**src/rtl/tile_command_encoder.sv**
```systemverilog
// tile_command_encoder
//   Producer side of the 32-bit tile control-word link into the VGA tile
//   mapper. Tile-write requests are queued in a small FIFO. Each request is
//   driven as an opcode-2 word for HOLD cycles, followed by GAP idle cycles,
//   so the mapper latches every write exactly once. A bulk fill command
//   rewrites every tile of the COLS x ROWS map with a single index.
//
// Ports
//   clk, reset              clock; asynchronous active-high reset
//   req_valid/req_ready     tile-write handshake (ready = FIFO not full)
//   req_col/req_row/        tile coordinates and sprite index of a request
//   req_index
//   fill_valid/fill_ready   bulk-fill handshake (only when idle and drained)
//   fill_index              index written to every tile by a fill
//   control                 registered control word to the mapper
//   busy                    registered: FSM active or FIFO holds requests
//   err                     registered one-cycle pulse: out-of-range request dropped
module tile_command_encoder #(
    parameter int DEPTH = 4,
    parameter int HOLD  = 2,
    parameter int GAP   = 1,
    parameter int COLS  = 40,
    parameter int ROWS  = 30
) (
    input  logic        clk,
    input  logic        reset,
    input  logic        req_valid,
    output logic        req_ready,
    input  logic [5:0]  req_col,
    input  logic [5:0]  req_row,
    input  logic [7:0]  req_index,
    input  logic        fill_valid,
    output logic        fill_ready,
    input  logic [7:0]  fill_index,
    output logic [31:0] control,
    output logic        busy,
    output logic        err
);

    localparam int AW = $clog2(DEPTH);
    localparam int CW = $clog2(((HOLD > GAP) ? HOLD : GAP) + 1);
    localparam logic [3:0] OP_WRITE = 4'h2;

    typedef enum logic [2:0] {
        S_IDLE,
        S_WRITE,
        S_GAP,
        S_FILL_WRITE,
        S_FILL_GAP
    } state_t;

    // Request FIFO: entries are {col, row, index}.
    logic [19:0]   mem_reg [DEPTH];
    logic [AW-1:0] wr_ptr_reg;
    logic [AW-1:0] rd_ptr_reg;
    logic [AW:0]   count_reg;
    logic          fifo_empty;
    logic          fifo_full;

    state_t        state_reg, state_next;
    logic [CW-1:0] cnt_reg, cnt_next;
    logic [19:0]   word_reg;
    logic [5:0]    fill_col_reg;
    logic [5:0]    fill_row_reg;
    logic [7:0]    fill_idx_reg;

    logic          req_fire;
    logic          req_oor;
    logic          push;
    logic          pop;
    logic          fill_start;
    logic          fill_adv;

    logic [31:0]   control_next;
    logic          busy_next;
    logic          err_next;

    assign fifo_empty = (count_reg == '0);
    assign fifo_full  = (count_reg == (AW+1)'(DEPTH));
    assign req_ready  = !fifo_full;
    assign fill_ready = (state_reg == S_IDLE) && fifo_empty && !req_valid;

    assign req_fire = req_valid && req_ready;
    assign req_oor  = (32'(req_col) >= COLS) || (32'(req_row) >= ROWS);
    // Out-of-range requests complete the handshake but never reach the FIFO.
    assign push     = req_fire && !req_oor;

    // FIFO payload storage carries no reset; validity lives in count_reg.
    always_ff @(posedge clk) begin
        if (push) begin
            mem_reg[wr_ptr_reg] <= {req_col, req_row, req_index};
        end
    end

    // Next-state logic. A drained GAP pops the next request straight into
    // WRITE so back-to-back requests see no idle bubble.
    always_comb begin
        state_next = state_reg;
        cnt_next   = cnt_reg;
        pop        = 1'b0;
        fill_start = 1'b0;
        fill_adv   = 1'b0;
        case (state_reg)
            S_IDLE: begin
                if (!fifo_empty) begin
                    pop        = 1'b1;
                    cnt_next   = '0;
                    state_next = S_WRITE;
                end else if (fill_valid && fill_ready) begin
                    fill_start = 1'b1;
                    cnt_next   = '0;
                    state_next = S_FILL_WRITE;
                end
            end
            S_WRITE: begin
                if (cnt_reg == CW'(HOLD - 1)) begin
                    cnt_next   = '0;
                    state_next = S_GAP;
                end else begin
                    cnt_next = cnt_reg + CW'(1);
                end
            end
            S_GAP: begin
                if (cnt_reg == CW'(GAP - 1)) begin
                    cnt_next = '0;
                    if (!fifo_empty) begin
                        pop        = 1'b1;
                        state_next = S_WRITE;
                    end else begin
                        state_next = S_IDLE;
                    end
                end else begin
                    cnt_next = cnt_reg + CW'(1);
                end
            end
            S_FILL_WRITE: begin
                if (cnt_reg == CW'(HOLD - 1)) begin
                    cnt_next   = '0;
                    state_next = S_FILL_GAP;
                end else begin
                    cnt_next = cnt_reg + CW'(1);
                end
            end
            S_FILL_GAP: begin
                if (cnt_reg == CW'(GAP - 1)) begin
                    cnt_next = '0;
                    if ((fill_col_reg == 6'(COLS - 1)) && (fill_row_reg == 6'(ROWS - 1))) begin
                        state_next = S_IDLE;
                    end else begin
                        fill_adv   = 1'b1;
                        state_next = S_FILL_WRITE;
                    end
                end else begin
                    cnt_next = cnt_reg + CW'(1);
                end
            end
            default: begin
                cnt_next   = '0;
                state_next = S_IDLE;
            end
        endcase
    end

    // State register plus FIFO pointers and the fill cursor.
    always_ff @(posedge clk or posedge reset) begin
        if (reset) begin
            state_reg    <= S_IDLE;
            cnt_reg      <= '0;
            word_reg     <= '0;
            fill_col_reg <= '0;
            fill_row_reg <= '0;
            fill_idx_reg <= '0;
            wr_ptr_reg   <= '0;
            rd_ptr_reg   <= '0;
            count_reg    <= '0;
        end else begin
            state_reg <= state_next;
            cnt_reg   <= cnt_next;
            if (push) begin
                wr_ptr_reg <= wr_ptr_reg + AW'(1);
            end
            if (pop) begin
                word_reg   <= mem_reg[rd_ptr_reg];
                rd_ptr_reg <= rd_ptr_reg + AW'(1);
            end
            case ({push, pop})
                2'b10:   count_reg <= count_reg + (AW+1)'(1);
                2'b01:   count_reg <= count_reg - (AW+1)'(1);
                default: count_reg <= count_reg;
            endcase
            if (fill_start) begin
                fill_idx_reg <= fill_index;
                fill_col_reg <= '0;
                fill_row_reg <= '0;
            end else if (fill_adv) begin
                if (fill_col_reg == 6'(COLS - 1)) begin
                    fill_col_reg <= '0;
                    fill_row_reg <= fill_row_reg + 6'd1;
                end else begin
                    fill_col_reg <= fill_col_reg + 6'd1;
                end
            end
        end
    end

    // Output logic, decoded from the current state; registered below, so the
    // control word trails the state by one cycle.
    always_comb begin
        control_next = '0;
        case (state_reg)
            S_WRITE:      control_next = {OP_WRITE, word_reg[19:14], word_reg[13:8], 8'h00, word_reg[7:0]};
            S_FILL_WRITE: control_next = {OP_WRITE, fill_col_reg, fill_row_reg, 8'h00, fill_idx_reg};
            default:      control_next = '0;
        endcase
        busy_next = (state_reg != S_IDLE) || !fifo_empty;
        err_next  = req_fire && req_oor;
    end

    always_ff @(posedge clk or posedge reset) begin
        if (reset) begin
            control <= '0;
            busy    <= 1'b0;
            err     <= 1'b0;
        end else begin
            control <= control_next;
            busy    <= busy_next;
            err     <= err_next;
        end
    end

endmodule

```
**config.mk**
```make
export PLATFORM = sky130hd
export DESIGN_NAME = tile_command_encoder
export DESIGN_NICKNAME = d
export VERILOG_FILES = /design/src/rtl/tile_command_encoder.sv
export SDC_FILE = /design/constraint.sdc
export NUM_CORES = 1
export LEC_CHECK = 0
export CAP_MARGIN = 25
export CORE_MARGIN = 2
export CORE_UTILIZATION = 30
export DETAILED_ROUTE_END_ITERATION = 12
export PLACE_DENSITY_LB_ADDON = 0.15
export SLEW_MARGIN = 20
export SYNTH_ARGS = -nofsm -noshare
export SYNTH_HDL_FRONTEND = slang
export SYNTH_SLANG_ARGS = --single-unit
```
**constraint.sdc**
```tcl
create_clock -name clk -period 2.4 [get_ports clk]
set_input_delay 0.48 -clock clk [delete_from_list [all_inputs] [get_ports clk]]
set_output_delay 0.48 -clock clk [all_outputs]
set_load 0.01 [all_outputs]
```
==> results by group <==
Status
  • Status: completed

Die
  • Num rows: 53
  • IO Pins: 68
  • Die width: 150.0 um
  • Die span in y: 150.0 um
  • Starting density of the core: 30.51%
  • Die area: 0.02250 mm^2
  • Core box area: 0.02096 mm^2

Clocking
  • Clock slew at reported path FFs: 0.06 ns
  • Clock insertion delay at the later pin of the skew report: 0.42 ns
  • Maximum clock path buffer count: 2
  • CTS Buf Count: 17
  • CTS sink count: 155
  • # H-tree levels: 4
  • Clk root buf: clkbuf_16
  • CTS tree: yes

Worst hold path
  • Hold WC Path Type: input pin to asynchronous set/reset pin

Logic synthesis
  • Synth area leaders: edfxtp_1 (38%), dfrtp_1 (29%), mux4_2 (7.0%), mux2i_1 (3.3%), mux2_1 (2.6%)
  • Syn. warnings: 0
  • Post-synthesis cell area: 0.006394 mm^2
  • Syn Area/Cell: 15.90 um^2
  • FFs w/ async S/R, synth: 48.39%
  • Most used DFF post-synth: edfxtp_1
  • Most frequent cells after synthesis: edfxtp_1 (80), dfrtp_1 (75), nor2_1 (39)
  • Number of enable flip-flop cells after synthesis: 80
  • Dominant cell type by area after synthesis: edfxtp_1
  • Synthesized flop and latch total: 155
  • Synthesized instance count: 402
  • Most frequent cell after synthesis: edfxtp_1
  • Area share of the leading cell type in the synthesized netlist: 37.57%
  • Number of library cell types mapped by synthesis: 46
  • Sequential share of the synthesized area: 66.93%

Finish
  • Final instance area: 0.008122 mm^2
  • Number of flip-flops in the largest register: 80
  • Footprint of the multi-input gates: 0.001968 mm^2
  • Ant. Diodes: 0
  • Filler cells: 1974
  • Area Growth Syn to Fin: 27.03%
  • Reg area: 0.004283 mm^2
  • # nets final: 538
  • Share of cells above drive strength 1: 23.08%

Drt
  • DR iter-0 viols: 164
  • Post-Route WL: 12400 um
  • Residual DRC: 0
  • Routed vias: 3431
  • Antenna Nets Post-Route: 0
  • DR WL/cell: 15.86 um
  • Drt pass-1 iters: 4
  • Drt via density: 4.387

Power and ir drop
  • Power Dens Cells: 1195 mW/mm^2
  • Pleak: 3.105 nW
  • VDD IR max: 515.3 uV

Timing
  • Slew Limit Fails: 0
  • Peak Freq: 442.5 MHz
  • Final setup margin: 0.1401 ns
  • Final-report hold violation count: 0
  • Clk_skew: 0.006167 ns
  • Tcrit/Tclk final: 94.16%
  • Final setup fails: 0
  • Fin Setup TNS: 0 ns
  • Min Tclk post-route: 2.260 ns

Worst setup path
  • Worst setup EP type: register
  • Crit Path Max Fanout: 4
  • Buffers & Inverters on Critical Path: 3
  • CP required: 2.74 ns
  • Crit-path cells: inv_2, ha_4, inv_1, a2111oi_4, ha_4, inv_1, fa_2, xor2_1, nor2_1, xor2_1
  • Arr. time, crit path: 2.60 ns
  • CP max stage delay: 0.47 ns
  • CP startpoint kind: register
  • Classification of the worst setup path: register to register
  • CP max-delay cell: a2111oi_4
  • Cell family with most CP delay: adder cells

Global routing
  • Number of global-route vias before repair: 3671
  • First-pass GRT wire length: 20200 um
  • Antenna violations before repair: 0
  • Largest net degree at the start of global routing: 76
  • GRT Util Overall: 12.09%
  • Overflow after GRT: 0

Run
  • Max Cap Viol: 0

Placement
  • Pre-CTS setup slack: -0.1764 ns
  • GP Congestion: 0.7624
  • Placed Area: 0.007475 mm^2
  • Post-DP HPWL: 8441 um
  • Number of port buffers: 56
==> worst paths after layout <==
check | start | to | slack [ns] | cells after the start
worst max-delay path | cnt_reg[0]$_DFFE_PP0P_ | count_reg[2]$_DFFE_PP0P_ | 0.14 | 10
worst min-delay path | reset | control[6]$_DFF_PP0_ | 0.46 | 3
worst max register to register | cnt_reg[0]$_DFFE_PP0P_ | count_reg[2]$_DFFE_PP0P_ | 0.14 | 10
worst min register to register | fill_idx_reg[1]$_DFFE_PP0N_ | fill_idx_reg[1]$_DFFE_PP0N_ | 0.49 | 1
max in group asynchronous | reset | fill_col_reg[1]$_DFFE_PP0P_ | 1.61 | 3
min in group clk | fill_idx_reg[1]$_DFFE_PP0N_ | fill_idx_reg[1]$_DFFE_PP0N_ | 0.49 | 1
==> final cells by class <==
type / count / area share, %
inverters: 12 / 0.5546
clock buffers: 18 / 5.284
flip-flops and latches: 155 / 52.73
well taps: 275 / 4.237
clock inverters: 14 / 1.972
multi-input cells: 216 / 24.23
repair buffers: 92 / 10.98
==> report_power, final <==
group / total (mW) / switching [mW] / internal [mW] / leakage (nW)
Sequential: 3.93 / 0.431 / 3.50 / 1.63
Clock: 2.65 / 1.10 / 1.55 / 0.280
Combinational: 3.13 / 1.47 / 1.65 / 1.20
Total: 9.71 / 3.00 / 6.71 / 3.10
==> routing by layer <==
| metal | track usage [%] | share of wire [%] | vias up |
|---|---|---|---|
| met5 | 0 | 0 | - |
| met1 | 15.89 | 47 | 1725 |
| li1 | - | - | 1642 |
| met3 | 3.293 | 2.9 | 15 |
| met4 | 4.528 | 1.5 | 0 |
| met2 | 19.16 | 49 | 49 |
==> repair_timing <==
action                                  4_1_cts  5_1_grt
endpoints found under the setup margin        1        1
pin swaps                                     1        4
hold buffers                                  0        0
endpoints found under the hold margin         0        0
buffers inserted                              1        4
gates cloned                                  0        0
gates resized for setup                       5        4
==> worst min-delay path, delay by kind of cell <==
kind | cells | cell delay (ns)
buffers and inverters | 3 | 0.82
==> cells by family (layout without fill, tap and decap cells) <==
kind of cell | after synthesis | count (layout) | share of synthesized area [%]
XOR/XNOR | 14 | 14 | 1.918
buffers and inverters | 41 | 136 | 3.386
AO/OA/AOI/OAI | 24 | 24 | 2.799
other | 1 | 11 | 0.05865
AND/OR/NAND/NOR | 85 | 85 | 7.006
adder cells (fa/ha/maj) | 12 | 12 | 2.466
flip-flops | 155 | 155 | 66.93
multiplexers | 70 | 70 | 15.44
==> through the flow <==
stage / std cells / util [%] / power [mW] / hold WS [ns]
6_report: 782 / 38.76 / 9.709 / 0.4599
4_1_cts: 778 / 38.55 / 9.830 / 0.4782
5_1_grt: 782 / 38.76 / 10.37 / 0.4803
3_5_place_dp: 745 / 35.67 / 7.109 / 0.4764
3_3_place_gp: 745 / 35.67 / 7.036 / 0.4724
2_1_floorplan: 412 / - / 6.017 / 0.4574
==> cells in the final DEF, fill, tap and decap left out, types with 4 or more instances in the layout <==
cell type        instances
nand4_1                  6
buf_4                   31
nand2_1                  9
clkdlybuf4s50_1         55
conb_1                  11
dfrtp_1                 72
inv_6                    5
nor3_1                   5
a21oi_1                  6
mux2_2                  14
clkbuf_16               17
mux2i_1                 21
buf_12                   5
nor2b_1                  4
edfxtp_1                80
xnor2_1                  8
inv_1                    9
mux2_1                  15
xor2_1                   6
ha_1                     9
o21ai_0                  5
mux4_2                  20
nor2_1                  39
and2_1                   4
Power figures use the tool's default switching activity.
